### config.mk
export PLATFORM = sky130hd
export DESIGN_NAME = dma_dispatch_flat
export DESIGN_NICKNAME = d
export VERILOG_FILES = /design/src/rtl/dma_dispatch_if.sv /design/src/rtl/dma_dispatch.sv /design/src/flat_wrapper.sv
export SDC_FILE = /design/constraint.sdc
export NUM_CORES = 1
export LEC_CHECK = 0
export BUFFER_PORTS_ARGS = -buffer_cell sky130_fd_sc_hd__buf_2
export CAP_MARGIN = 20
export CORE_ASPECT_RATIO = 2
export CORE_MARGIN = 3
export CORE_UTILIZATION = 25
export DETAILED_ROUTE_END_ITERATION = 8
export GPL_TIMING_DRIVEN = 0
export PLACE_DENSITY = 0.53
export SYNTH_ARGS = -nofsm -noshare
export SYNTH_HDL_FRONTEND = slang
export SYNTH_SLANG_ARGS = --single-unit
### constraint.sdc
create_clock -name clk -period 7.1 [get_ports clk]
set_input_delay 0 -clock clk [delete_from_list [all_inputs] [get_ports clk]]
set_output_delay 0 -clock clk [all_outputs]
set_load 0.02 [all_outputs]
### src/rtl/dma_dispatch_if.sv
// rtl/dma_dispatch_if.sv - signal bundle between command processor, dma_dispatch and the dma engine
//
// Purpose: groups the descriptor push, DMA start/done and completion
// handshakes of dma_dispatch into one bus.
// Ports (slave = dma_dispatch side):
//   cmd_valid/cmd_ready, cmd_src/dst/len/tag, cmd_src_res/cmd_dst_res : descriptor push
//   dma_start, dma_src_addr/dst_addr/len, dma_src/dst_resident, dma_done : DMA engine
//   cpl_valid/cpl_ready, cpl_tag, cpl_status                           : completion return
//   fifo_count, busy                                                   : status
interface dma_dispatch_if #(
  parameter int DEPTH = 4,
  parameter int TAG_W = 4
);
  localparam int CNT_W = $clog2(DEPTH + 1);

  logic             cmd_valid;
  logic             cmd_ready;
  logic [63:0]      cmd_src;
  logic [63:0]      cmd_dst;
  logic [31:0]      cmd_len;
  logic [TAG_W-1:0] cmd_tag;
  logic             cmd_src_res;
  logic             cmd_dst_res;

  logic             dma_start;
  logic [63:0]      dma_src_addr;
  logic [63:0]      dma_dst_addr;
  logic [31:0]      dma_len;
  logic             dma_src_resident;
  logic             dma_dst_resident;
  logic             dma_done;

  logic             cpl_valid;
  logic             cpl_ready;
  logic [TAG_W-1:0] cpl_tag;
  logic [1:0]       cpl_status;

  logic [CNT_W-1:0] fifo_count;
  logic             busy;

  modport slave (
    input  cmd_valid, cmd_src, cmd_dst, cmd_len, cmd_tag, cmd_src_res, cmd_dst_res,
    output cmd_ready,
    output dma_start, dma_src_addr, dma_dst_addr, dma_len, dma_src_resident, dma_dst_resident,
    input  dma_done,
    output cpl_valid, cpl_tag, cpl_status,
    input  cpl_ready,
    output fifo_count, busy
  );

  modport master (
    output cmd_valid, cmd_src, cmd_dst, cmd_len, cmd_tag, cmd_src_res, cmd_dst_res,
    input  cmd_ready,
    input  dma_start, dma_src_addr, dma_dst_addr, dma_len, dma_src_resident, dma_dst_resident,
    output dma_done,
    input  cpl_valid, cpl_tag, cpl_status,
    output cpl_ready,
    input  fifo_count, busy
  );
endinterface

### src/rtl/dma_dispatch.sv
// rtl/dma_dispatch.sv - descriptor FIFO and one-at-a-time issue/complete front end for the dma engine
//
// Purpose: buffers descriptors, issues resident ones to the DMA with a
// one-cycle start pulse, waits for done (or watchdog timeout) and returns
// one tagged completion per descriptor, in order. Non-resident descriptors
// complete with FAULT without touching the engine.
// Ports:
//   clk    : clock
//   rst_n  : asynchronous active-low reset
//   bus    : dma_dispatch_if.slave (cmd push, dma start/done, cpl return, status)
module dma_dispatch #(
  parameter int DEPTH   = 4,
  parameter int TAG_W   = 4,
  parameter int TIMEOUT = 1048576
) (
  input  logic          clk,
  input  logic          rst_n,
  dma_dispatch_if.slave bus
);
  localparam int PTR_W = $clog2(DEPTH);
  localparam int CNT_W = $clog2(DEPTH + 1);

  localparam logic [1:0] S_IDLE  = 2'd0;
  localparam logic [1:0] S_ISSUE = 2'd1;
  localparam logic [1:0] S_WAIT  = 2'd2;
  localparam logic [1:0] S_CPL   = 2'd3;

  localparam logic [1:0] ST_OK      = 2'b00;
  localparam logic [1:0] ST_FAULT   = 2'b01;
  localparam logic [1:0] ST_TIMEOUT = 2'b10;

  localparam logic [31:0] TIMER_LAST = 32'(TIMEOUT - 1);

  logic [63:0]      r_fifo_src  [DEPTH];
  logic [63:0]      r_fifo_dst  [DEPTH];
  logic [31:0]      r_fifo_len  [DEPTH];
  logic [TAG_W-1:0] r_fifo_tag  [DEPTH];
  logic             r_fifo_sres [DEPTH];
  logic             r_fifo_dres [DEPTH];

  logic [PTR_W-1:0] r_wr_ptr;
  logic [PTR_W-1:0] r_rd_ptr;
  logic [CNT_W-1:0] r_count;

  logic [1:0]       r_state;
  logic [31:0]      r_timer;
  logic [63:0]      r_dma_src;
  logic [63:0]      r_dma_dst;
  logic [31:0]      r_dma_len;
  logic             r_dma_sres;
  logic             r_dma_dres;
  logic [TAG_W-1:0] r_cpl_tag;
  logic [1:0]       r_cpl_status;

  logic w_full;
  logic w_push;
  logic w_pop;
  logic w_head_res;

  assign w_full     = (r_count == CNT_W'(DEPTH));
  assign w_push     = bus.cmd_valid && !w_full;
  // Popping only from IDLE keeps the engine strictly one descriptor at a time.
  assign w_pop      = (r_state == S_IDLE) && (r_count != '0);
  assign w_head_res = r_fifo_sres[r_rd_ptr] && r_fifo_dres[r_rd_ptr];

  // Entry storage needs no reset: occupancy is tracked by the pointers/count.
  always_ff @(posedge clk) begin
    if (w_push) begin
      r_fifo_src[r_wr_ptr]  <= bus.cmd_src;
      r_fifo_dst[r_wr_ptr]  <= bus.cmd_dst;
      r_fifo_len[r_wr_ptr]  <= bus.cmd_len;
      r_fifo_tag[r_wr_ptr]  <= bus.cmd_tag;
      r_fifo_sres[r_wr_ptr] <= bus.cmd_src_res;
      r_fifo_dres[r_wr_ptr] <= bus.cmd_dst_res;
    end
  end

  always_ff @(posedge clk or negedge rst_n) begin
    if (!rst_n) begin
      r_wr_ptr <= '0;
      r_rd_ptr <= '0;
      r_count  <= '0;
    end else begin
      if (w_push) r_wr_ptr <= r_wr_ptr + PTR_W'(1);
      if (w_pop)  r_rd_ptr <= r_rd_ptr + PTR_W'(1);
      case ({w_push, w_pop})
        2'b10:   r_count <= r_count + CNT_W'(1);
        2'b01:   r_count <= r_count - CNT_W'(1);
        default: r_count <= r_count;
      endcase
    end
  end

  always_ff @(posedge clk or negedge rst_n) begin
    if (!rst_n) begin
      r_state      <= S_IDLE;
      r_timer      <= '0;
      r_dma_src    <= '0;
      r_dma_dst    <= '0;
      r_dma_len    <= '0;
      r_dma_sres   <= 1'b0;
      r_dma_dres   <= 1'b0;
      r_cpl_tag    <= '0;
      r_cpl_status <= ST_OK;
    end else begin
      case (r_state)
        S_IDLE: begin
          if (w_pop) begin
            // Engine-facing fields are only rewritten here, so they stay
            // stable for the whole transfer.
            r_dma_src  <= r_fifo_src[r_rd_ptr];
            r_dma_dst  <= r_fifo_dst[r_rd_ptr];
            r_dma_len  <= r_fifo_len[r_rd_ptr];
            r_dma_sres <= r_fifo_sres[r_rd_ptr];
            r_dma_dres <= r_fifo_dres[r_rd_ptr];
            r_cpl_tag  <= r_fifo_tag[r_rd_ptr];
            if (w_head_res) begin
              r_state <= S_ISSUE;
            end else begin
              r_cpl_status <= ST_FAULT;
              r_state      <= S_CPL;
            end
          end
        end
        S_ISSUE: begin
          r_timer <= '0;
          r_state <= S_WAIT;
        end
        S_WAIT: begin
          // done is checked first so a done on the last watchdog cycle wins.
          if (bus.dma_done) begin
            r_cpl_status <= ST_OK;
            r_state      <= S_CPL;
          end else if (r_timer == TIMER_LAST) begin
            r_cpl_status <= ST_TIMEOUT;
            r_state      <= S_CPL;
          end else begin
            r_timer <= r_timer + 32'd1;
          end
        end
        S_CPL: begin
          if (bus.cpl_ready) r_state <= S_IDLE;
        end
        default: r_state <= S_IDLE;
      endcase
    end
  end

  assign bus.cmd_ready        = !w_full;
  assign bus.dma_start        = (r_state == S_ISSUE);
  assign bus.dma_src_addr     = r_dma_src;
  assign bus.dma_dst_addr     = r_dma_dst;
  assign bus.dma_len          = r_dma_len;
  assign bus.dma_src_resident = r_dma_sres;
  assign bus.dma_dst_resident = r_dma_dres;
  assign bus.cpl_valid        = (r_state == S_CPL);
  assign bus.cpl_tag          = r_cpl_tag;
  assign bus.cpl_status       = r_cpl_status;
  assign bus.fifo_count       = r_count;
  assign bus.busy             = (r_state != S_IDLE) || (r_count != '0);
endmodule

### src/flat_wrapper.sv
// flat-port wrapper written by rule: the top's interface ports become plain ports
module dma_dispatch_flat 
#(
  parameter int DEPTH   = 4,
  parameter int TAG_W   = 4,
  parameter int TIMEOUT = 1048576
)
  (clk, rst_n, bus_cmd_valid, bus_cmd_src, bus_cmd_dst, bus_cmd_len, bus_cmd_tag, bus_cmd_src_res, bus_cmd_dst_res, bus_cmd_ready, bus_dma_start, bus_dma_src_addr, bus_dma_dst_addr, bus_dma_len, bus_dma_src_resident, bus_dma_dst_resident, bus_dma_done, bus_cpl_valid, bus_cpl_tag, bus_cpl_status, bus_cpl_ready, bus_fifo_count, bus_busy);
  dma_dispatch_if #(.DEPTH(DEPTH), .TAG_W(TAG_W)) bus_i ();
  input  logic clk;
  input  logic rst_n;
  input wire logic [$bits(bus_i.cmd_valid)-1:0] bus_cmd_valid;
  input wire logic [$bits(bus_i.cmd_src)-1:0] bus_cmd_src;
  input wire logic [$bits(bus_i.cmd_dst)-1:0] bus_cmd_dst;
  input wire logic [$bits(bus_i.cmd_len)-1:0] bus_cmd_len;
  input wire logic [$bits(bus_i.cmd_tag)-1:0] bus_cmd_tag;
  input wire logic [$bits(bus_i.cmd_src_res)-1:0] bus_cmd_src_res;
  input wire logic [$bits(bus_i.cmd_dst_res)-1:0] bus_cmd_dst_res;
  output wire logic [$bits(bus_i.cmd_ready)-1:0] bus_cmd_ready;
  output wire logic [$bits(bus_i.dma_start)-1:0] bus_dma_start;
  output wire logic [$bits(bus_i.dma_src_addr)-1:0] bus_dma_src_addr;
  output wire logic [$bits(bus_i.dma_dst_addr)-1:0] bus_dma_dst_addr;
  output wire logic [$bits(bus_i.dma_len)-1:0] bus_dma_len;
  output wire logic [$bits(bus_i.dma_src_resident)-1:0] bus_dma_src_resident;
  output wire logic [$bits(bus_i.dma_dst_resident)-1:0] bus_dma_dst_resident;
  input wire logic [$bits(bus_i.dma_done)-1:0] bus_dma_done;
  output wire logic [$bits(bus_i.cpl_valid)-1:0] bus_cpl_valid;
  output wire logic [$bits(bus_i.cpl_tag)-1:0] bus_cpl_tag;
  output wire logic [$bits(bus_i.cpl_status)-1:0] bus_cpl_status;
  input wire logic [$bits(bus_i.cpl_ready)-1:0] bus_cpl_ready;
  output wire logic [$bits(bus_i.fifo_count)-1:0] bus_fifo_count;
  output wire logic [$bits(bus_i.busy)-1:0] bus_busy;
  assign bus_i.cmd_valid = bus_cmd_valid;
  assign bus_i.cmd_src = bus_cmd_src;
  assign bus_i.cmd_dst = bus_cmd_dst;
  assign bus_i.cmd_len = bus_cmd_len;
  assign bus_i.cmd_tag = bus_cmd_tag;
  assign bus_i.cmd_src_res = bus_cmd_src_res;
  assign bus_i.cmd_dst_res = bus_cmd_dst_res;
  assign bus_cmd_ready = bus_i.cmd_ready;
  assign bus_dma_start = bus_i.dma_start;
  assign bus_dma_src_addr = bus_i.dma_src_addr;
  assign bus_dma_dst_addr = bus_i.dma_dst_addr;
  assign bus_dma_len = bus_i.dma_len;
  assign bus_dma_src_resident = bus_i.dma_src_resident;
  assign bus_dma_dst_resident = bus_i.dma_dst_resident;
  assign bus_i.dma_done = bus_dma_done;
  assign bus_cpl_valid = bus_i.cpl_valid;
  assign bus_cpl_tag = bus_i.cpl_tag;
  assign bus_cpl_status = bus_i.cpl_status;
  assign bus_i.cpl_ready = bus_cpl_ready;
  assign bus_fifo_count = bus_i.fifo_count;
  assign bus_busy = bus_i.busy;
  dma_dispatch #(.DEPTH(DEPTH), .TAG_W(TAG_W), .TIMEOUT(TIMEOUT)) u_core (.clk(clk), .rst_n(rst_n), .bus(bus_i));
endmodule
; ---- After elaboration in Yosys (flattened, before gate mapping)
; Memory sizes are Yosys's and may differ from the RTL's. A register that Yosys moved wholly into a read port is not among the register bits.
; Index checks and enable logic that the tools add are counted.
; Widths: inputs -> output; s select.
[word_totals]
regBits = 45
ram_bits = 664
in_bits = 171
output_inout_bits = 175
elab_cells = 68
memories = 6
[op_classes]
n_addsub = 5
eq_ne = 13
muxes = 17
reduce_logical = 19
[mem_list]
columns = memory, words, width, read_ports, rd_clocked_by_memory_dff, wr, line_no
row1 = u_core.r_fifo_dst, 4, 64, 1, 1, 1, dma_dispatch.sv:35  ; logic [63:0] r_fifo_dst [DEPTH];
row2 = u_core.r_fifo_src, 4, 64, 1, 1, 1, dma_dispatch.sv:34  ; logic [63:0] r_fifo_src [DEPTH];
row3 = u_core.r_fifo_len, 4, 32, 1, 1, 1, dma_dispatch.sv:36  ; logic [31:0] r_fifo_len [DEPTH];
row4 = u_core.r_fifo_tag, 4, 4, 1, 1, 1, dma_dispatch.sv:37  ; logic [TAG_W-1:0] r_fifo_tag [DEPTH];
row5 = u_core.r_fifo_dres, 4, 1, 1, 0, 1, dma_dispatch.sv:39  ; logic r_fifo_dres [DEPTH];
row6 = u_core.r_fifo_sres, 4, 1, 1, 0, 1, dma_dispatch.sv:38  ; logic r_fifo_sres [DEPTH];
[ops]
columns = op, count
row1 = $mux 32, 2
row2 = $pmux 32 s2, 1
row3 = $add 32x1->32 const B, 1
row4 = $eq 32x20->1 const B, 1
row5 = $mux 2, 9
row6 = $pmux 2 s4, 1
row7 = $reduce_bool 2->1, 4
row8 = $eq 2x2->1 const B, 3
row9 = $ne 2x2->1 const B, 3
row10 = $pmux 3 s2, 1
row11 = $reduce_and 3->1, 2
row12 = $logic_not 1->1, 5
row13 = $add 2x1->2 const B, 2
row14 = $eq 2x1->1 const B, 2
row15 = $ne 2x1->1 const B, 2
row16 = $pmux 2 s2, 1
row17 = $reduce_and 4->1, 1
row18 = $add 3x1->3 const B, 1
row19 = $eq 3x3->1 const B, 1
row20 = $logic_and 1x1->1, 3
row21 = $ne 3x2->1 const B, 1
row22 = $reduce_bool 3->1, 1
row23 = $sub 3x1->3 const B, 1
row24 = $logic_not 2->1, 1
row25 = other kinds (3), 4

; ---- Longest topological paths before layout
[depth]
depth_word = 5
depth_mapped = 12

; ---- Worst setup path before layout
; No wires, ideal clock.
[synth_timing]
path_type = register to register
from = reg u_core.r_count[0], in the netlist u_core.bus.fifo_count[0]
to = mem u_core.r_fifo_dres[0], enable pin
setup_time_ns = 0.548
arrival_ns = 4.779
t_required_ns = 6.552
slack_ns = 1.774
path_stages_with_launch = 4
path_buffers = 0
path_cell_list = dfrtp_1 > inv_1 > nand3_1 > and3_1
[synth_via]
elab_chain_len = 5
[synth_rtl]
columns = element, line_no
row1 = "start, declared", dma_dispatch.sv:43  ; logic [CNT_W-1:0] r_count;
row2 = "start signal, assigned", dma_dispatch.sv:87  ; 2'b10: r_count <= r_count + CNT_W'(1);
row3 = "start signal, assigned", dma_dispatch.sv:88  ; 2'b01: r_count <= r_count - CNT_W'(1);
row4 = "start signal, assigned", dma_dispatch.sv:89  ; default: r_count <= r_count;
row5 = $eq 3x3->1, dma_dispatch.sv:60  ; assign w_full = (r_count == CNT_W'(DEPTH));
row6 = $logic_not 1->1, -
row7 = named net bus_cmd_ready, flat_wrapper.sv:19  ; output wire logic [$bits(bus_i.cmd_ready)-1:0] bus_cmd_ready;
row8 = $logic_and 1x1->1, dma_dispatch.sv:61  ; assign w_push = bus.cmd_valid && !w_full;
row9 = $mux 1, dma_dispatch.sv:68  ; if (w_push) begin
row10 = $mux 1 (implied by the code), dma_dispatch.sv:74  ; r_fifo_dres[r_wr_ptr] <= bus.cmd_dst_res;
row11 = "end, declared", dma_dispatch.sv:39
; The timed path passes the listed nets, and every way through them passes these cells.

; ---- Final worst setup path
[layout_timing]
from = reg u_core.r_count[0], in the netlist u_core.bus.fifo_count[0]
to = reg u_core.r_dma_dst[22], in the netlist u_core.bus.dma_dst_addr[22], read port of u_core.r_fifo_dst
[layout_via]
elab_chain_len = 3
[layout_rtl]
columns = element, line_no
row1 = $reduce_bool 3->1, dma_dispatch.sv:63  ; assign w_pop = (r_state == S_IDLE) && (r_count != '0);
row2 = $logic_and 1x1->1, dma_dispatch.sv:63
row3 = $reduce_and 2->1 (no line), -
row4 = "end, declared", dma_dispatch.sv:48  ; logic [63:0] r_dma_dst;
; Every way passes these cells.
; A chain may end at the register's enable or synchronous reset.

==> results.md <==
* Worst-path clk slew at ~70 ps
* Worst Path Arrival at ~4200 ps
* Post-route DRC at 0
* RSZ-0062 raised after global routing: no
* Hold Vio Cnt, Final at 0
* Finished Layout Cells at 4228
* Critical Path End Type: register
* Post-place setup slack at approximately 3400 ps
* Worst Tran Pin Value at 992 ps
* Setup Fix Bufs, Post-CTS at 0
* Sink Count at slightly below 900
* Power Total at ~17 mW
* Remaining Overflow, GRT at 0
* Post-synthesis cell area at ~33000 um^2
* Area delta synth->final at 27.3%
* DRT Wirelength at roughly 82 mm
* Post-synth EDFFs at between 600 and 700
* Routed Antenna Nets at 0
* Dpl hpwl at about 54 mm
* CP Cell Sequence: nor3_1 -> nand2b_1 -> clkbuf_1 -> clkinv_1 -> clkbuf_2 -> clkbuf_1 -> nand2_1 -> nand2_1
* WL/cell at slightly below 20 um
* Clk buf depth at 3
* Synth area leader: edfxtp_1
* Vias per cell at between 4 and 5
* Initial Util at between 20 and 30%
* Main synth FF type: edfxtp_1
* Synth async-reset ratio at a little under a quarter
* Max-slew headroom at the worst pin at between 30% and 40%
* Die W at roughly 260 um
* Area contributors post-synth: edfxtp_1, dfrtp_1, mux4_2
* Post-cts sizing count at 0
* Die Area at around 140000 um^2
* Post-Syn Instances at between 1500 and 2000
* Final nets at about 2600
* Placement Rows at around 190
* Worst-path cell with the longest stage delay: nor3_1
* Seq/Total Area, Yosys at between 70% and 80%
* Largest net degree at the start of global routing at 97
* Worst-skew pair later-pin latency at 660 ps
* GP Congestion at between 0.7 and 0.8
* H-tree depth at 3
* Outcome: finished, final reports clean
* Netlist cell types at 56
* Power per cell area at between 400 and 500 nW/um^2
* Initial antenna violation count at 10
* Cell count after placement at approximately 4000
* CP Launch Type: register
* Peak VDD IR at around 0.00029 V
* GRT Total Usage at 12.3%
* Starting DRC count in detailed routing at between 900 and 1000
* Endpoints failing setup at 0
* Count leader, synth: edfxtp_1
* Mapped Nets at 2018
* Critical path's largest stage delay at 800 ps
* Yosys warning count at 0
* Layout cells sized above 1 at around 28%
* First-pass GRT wire length at roughly 120 mm
* Final period utilization at between 50% and 60%
* LEAKAGE at 15.7 nW
* Cell area after layout at a little over 40000 um^2
* IO Port Bufs at 345
* Syn Area/Cell at 17.8 um^2
* Setup ws final at approximately 3400 ps
* Worst Clk Skew at roughly 26 ps
* Ports at about 350
* Share of the synthesized area in the top cell type at between 60% and 70%
* CP required at between 7000 and 8000 ps
* Critical path class: reg -> reg
* Maximum operating frequency at 0.273 GHz
* Worst hold-check path type: in -> reg
* Tmin final at around 3700 ps
* Vias in the first global route at around 20000
* Core area at roughly 130000 um^2
* Hold WS at 83.6 ps
* Worst Path Max Fanout at 10
* Total number of vias at roughly 18000
* Max-slew violation count at 0
* Max_cap viols at 0
* Dpl cell area at roughly 37000 um^2
* Synth cell count leaders: edfxtp_1, nand2_1, dfrtp_1
* DRT Pass-1 Iters at 5
* Root Driver: clkbuf_16
* Total CTS buffers at 84
* TritonCTS clock tree: built
* FF+latch count, synth at ~870
* Die height at slightly above 500 um
-- metal layers --
metal	GRT usage, %	wire length (um)
met2	22.4	42900
met3	3.04	5140
met5	0	41
met1	13.9	32100
met4	4.35	2170
-- final timing paths --
check                      slack, ps  cells after the start                startpoint                           to
max                             3440                      8  u_core.bus.fifo_count[0]  u_core.bus.dma_dst_addr[22]
min                               80                      2           bus_cmd_dst[12]     u_core.r_fifo_dst[1][12]
max reg2reg                     3440                      8  u_core.bus.fifo_count[0]  u_core.bus.dma_dst_addr[22]
min reg2reg                      470                      2    u_core.bus.dma_len[10]       u_core.bus.dma_len[10]
max in group asynchronous       6000                      4                     rst_n   u_core.bus.dma_src_addr[3]
min in group asynchronous        490                      4                     rst_n  u_core.bus.dma_src_addr[56]
-- report_power, final --
group / total (mW) / internal (mW) / switching [mW]
clock network: 4.51 / 2.52 / 1.99
registers: 7.28 / 6.84 / 0.435
logic: 5.43 / 2.05 / 3.38
-- logic make-up after synthesis --
| kind of cell | Yosys count | synth area share, % |
|---|---|---|
| xor+xnor | 13 | 0.349 |
| flops | 873 | 77.2 |
| compound gates | 55 | 1.41 |
| mux | 174 | 11.7 |
| simple gates | 606 | 7.57 |
| fa+ha+maj | 11 | 0.445 |
| buf+inv | 104 | 1.29 |
-- what timing repair did --
| action | CTS | global route |
|---|---|---|
| hold endpoints to repair | 960 | 0 |
| hold buffers | 172 | 0 |
| setup endpoints to repair | 0 | 0 |
-- state kept, by name, summed over array words and instances, names as in the netlist, 3 cells and up --
| register | cells |
|---|---|
| u_core.r_fifo_dst | 256 |
| u_core.bus.dma_src_addr | 64 |
| u_core.r_fifo_dres | 4 |
| u_core.bus.cpl_tag | 4 |
| u_core.r_fifo_sres | 4 |
| u_core.r_timer | 32 |
| u_core.r_fifo_tag | 16 |
| u_core.r_fifo_len | 128 |
| u_core.r_fifo_src | 256 |
| u_core.bus.fifo_count | 3 |
| u_core.bus.dma_dst_addr | 64 |
| u_core.bus.dma_len | 32 |
-- per-stage QoR --
step | utilization, % | TNS (ps)
after floorplan | - | 0
after global placement | 28.3 | -1433210
after detailed placement | 28.7 | 0
after CTS | 32.2 | 0
after global routing | 32.2 | 0
final | 32.2 | 0
-- worst max-delay path, delay by kind of cell, from the launching register on --
family                 cells  cell delay (ps)
DFF                        1              430
buffers and inverters      4             1600
and+or+nand+nor            4             1470
-- placed cells by master (no fill, tap or decap), types with 6 or more instances in the layout --
master         count
a31oi_1            7
buf_1              7
buf_16            14
buf_2            358
clkbuf_1          75
clkbuf_16         87
clkbuf_8           7
clkinv_1           8
clkinv_2          20
dfrtp_1          209
dlygate4sd3_1    171
edfxtp_1         664
ha_1              10
inv_1             14
mux2i_1            6
mux4_2           166
nand2_1          523
nand3_1           21
nor2_1             6
nor3_1             7
nor4_1            10
o211ai_1           7
o311ai_0           7
or4_1              6
xnor2_1            7
xor2_1             6
-- final cells by class --
type / instances / area, um^2
Antenna cell: 5 / 12.5
Fill cell: 12600 / 87400
Timing Repair Buffer: 538 / 3970
Tap cell: 1692 / 2120
Inverter: 15 / 56.3
Sequential cell: 873 / 25200
Clock buffer: 107 / 2320
Buffer: 89 / 368
Multi-Input combinational cell: 859 / 7030
Clock inverter: 50 / 448
(Power assumes the default switching activity.)
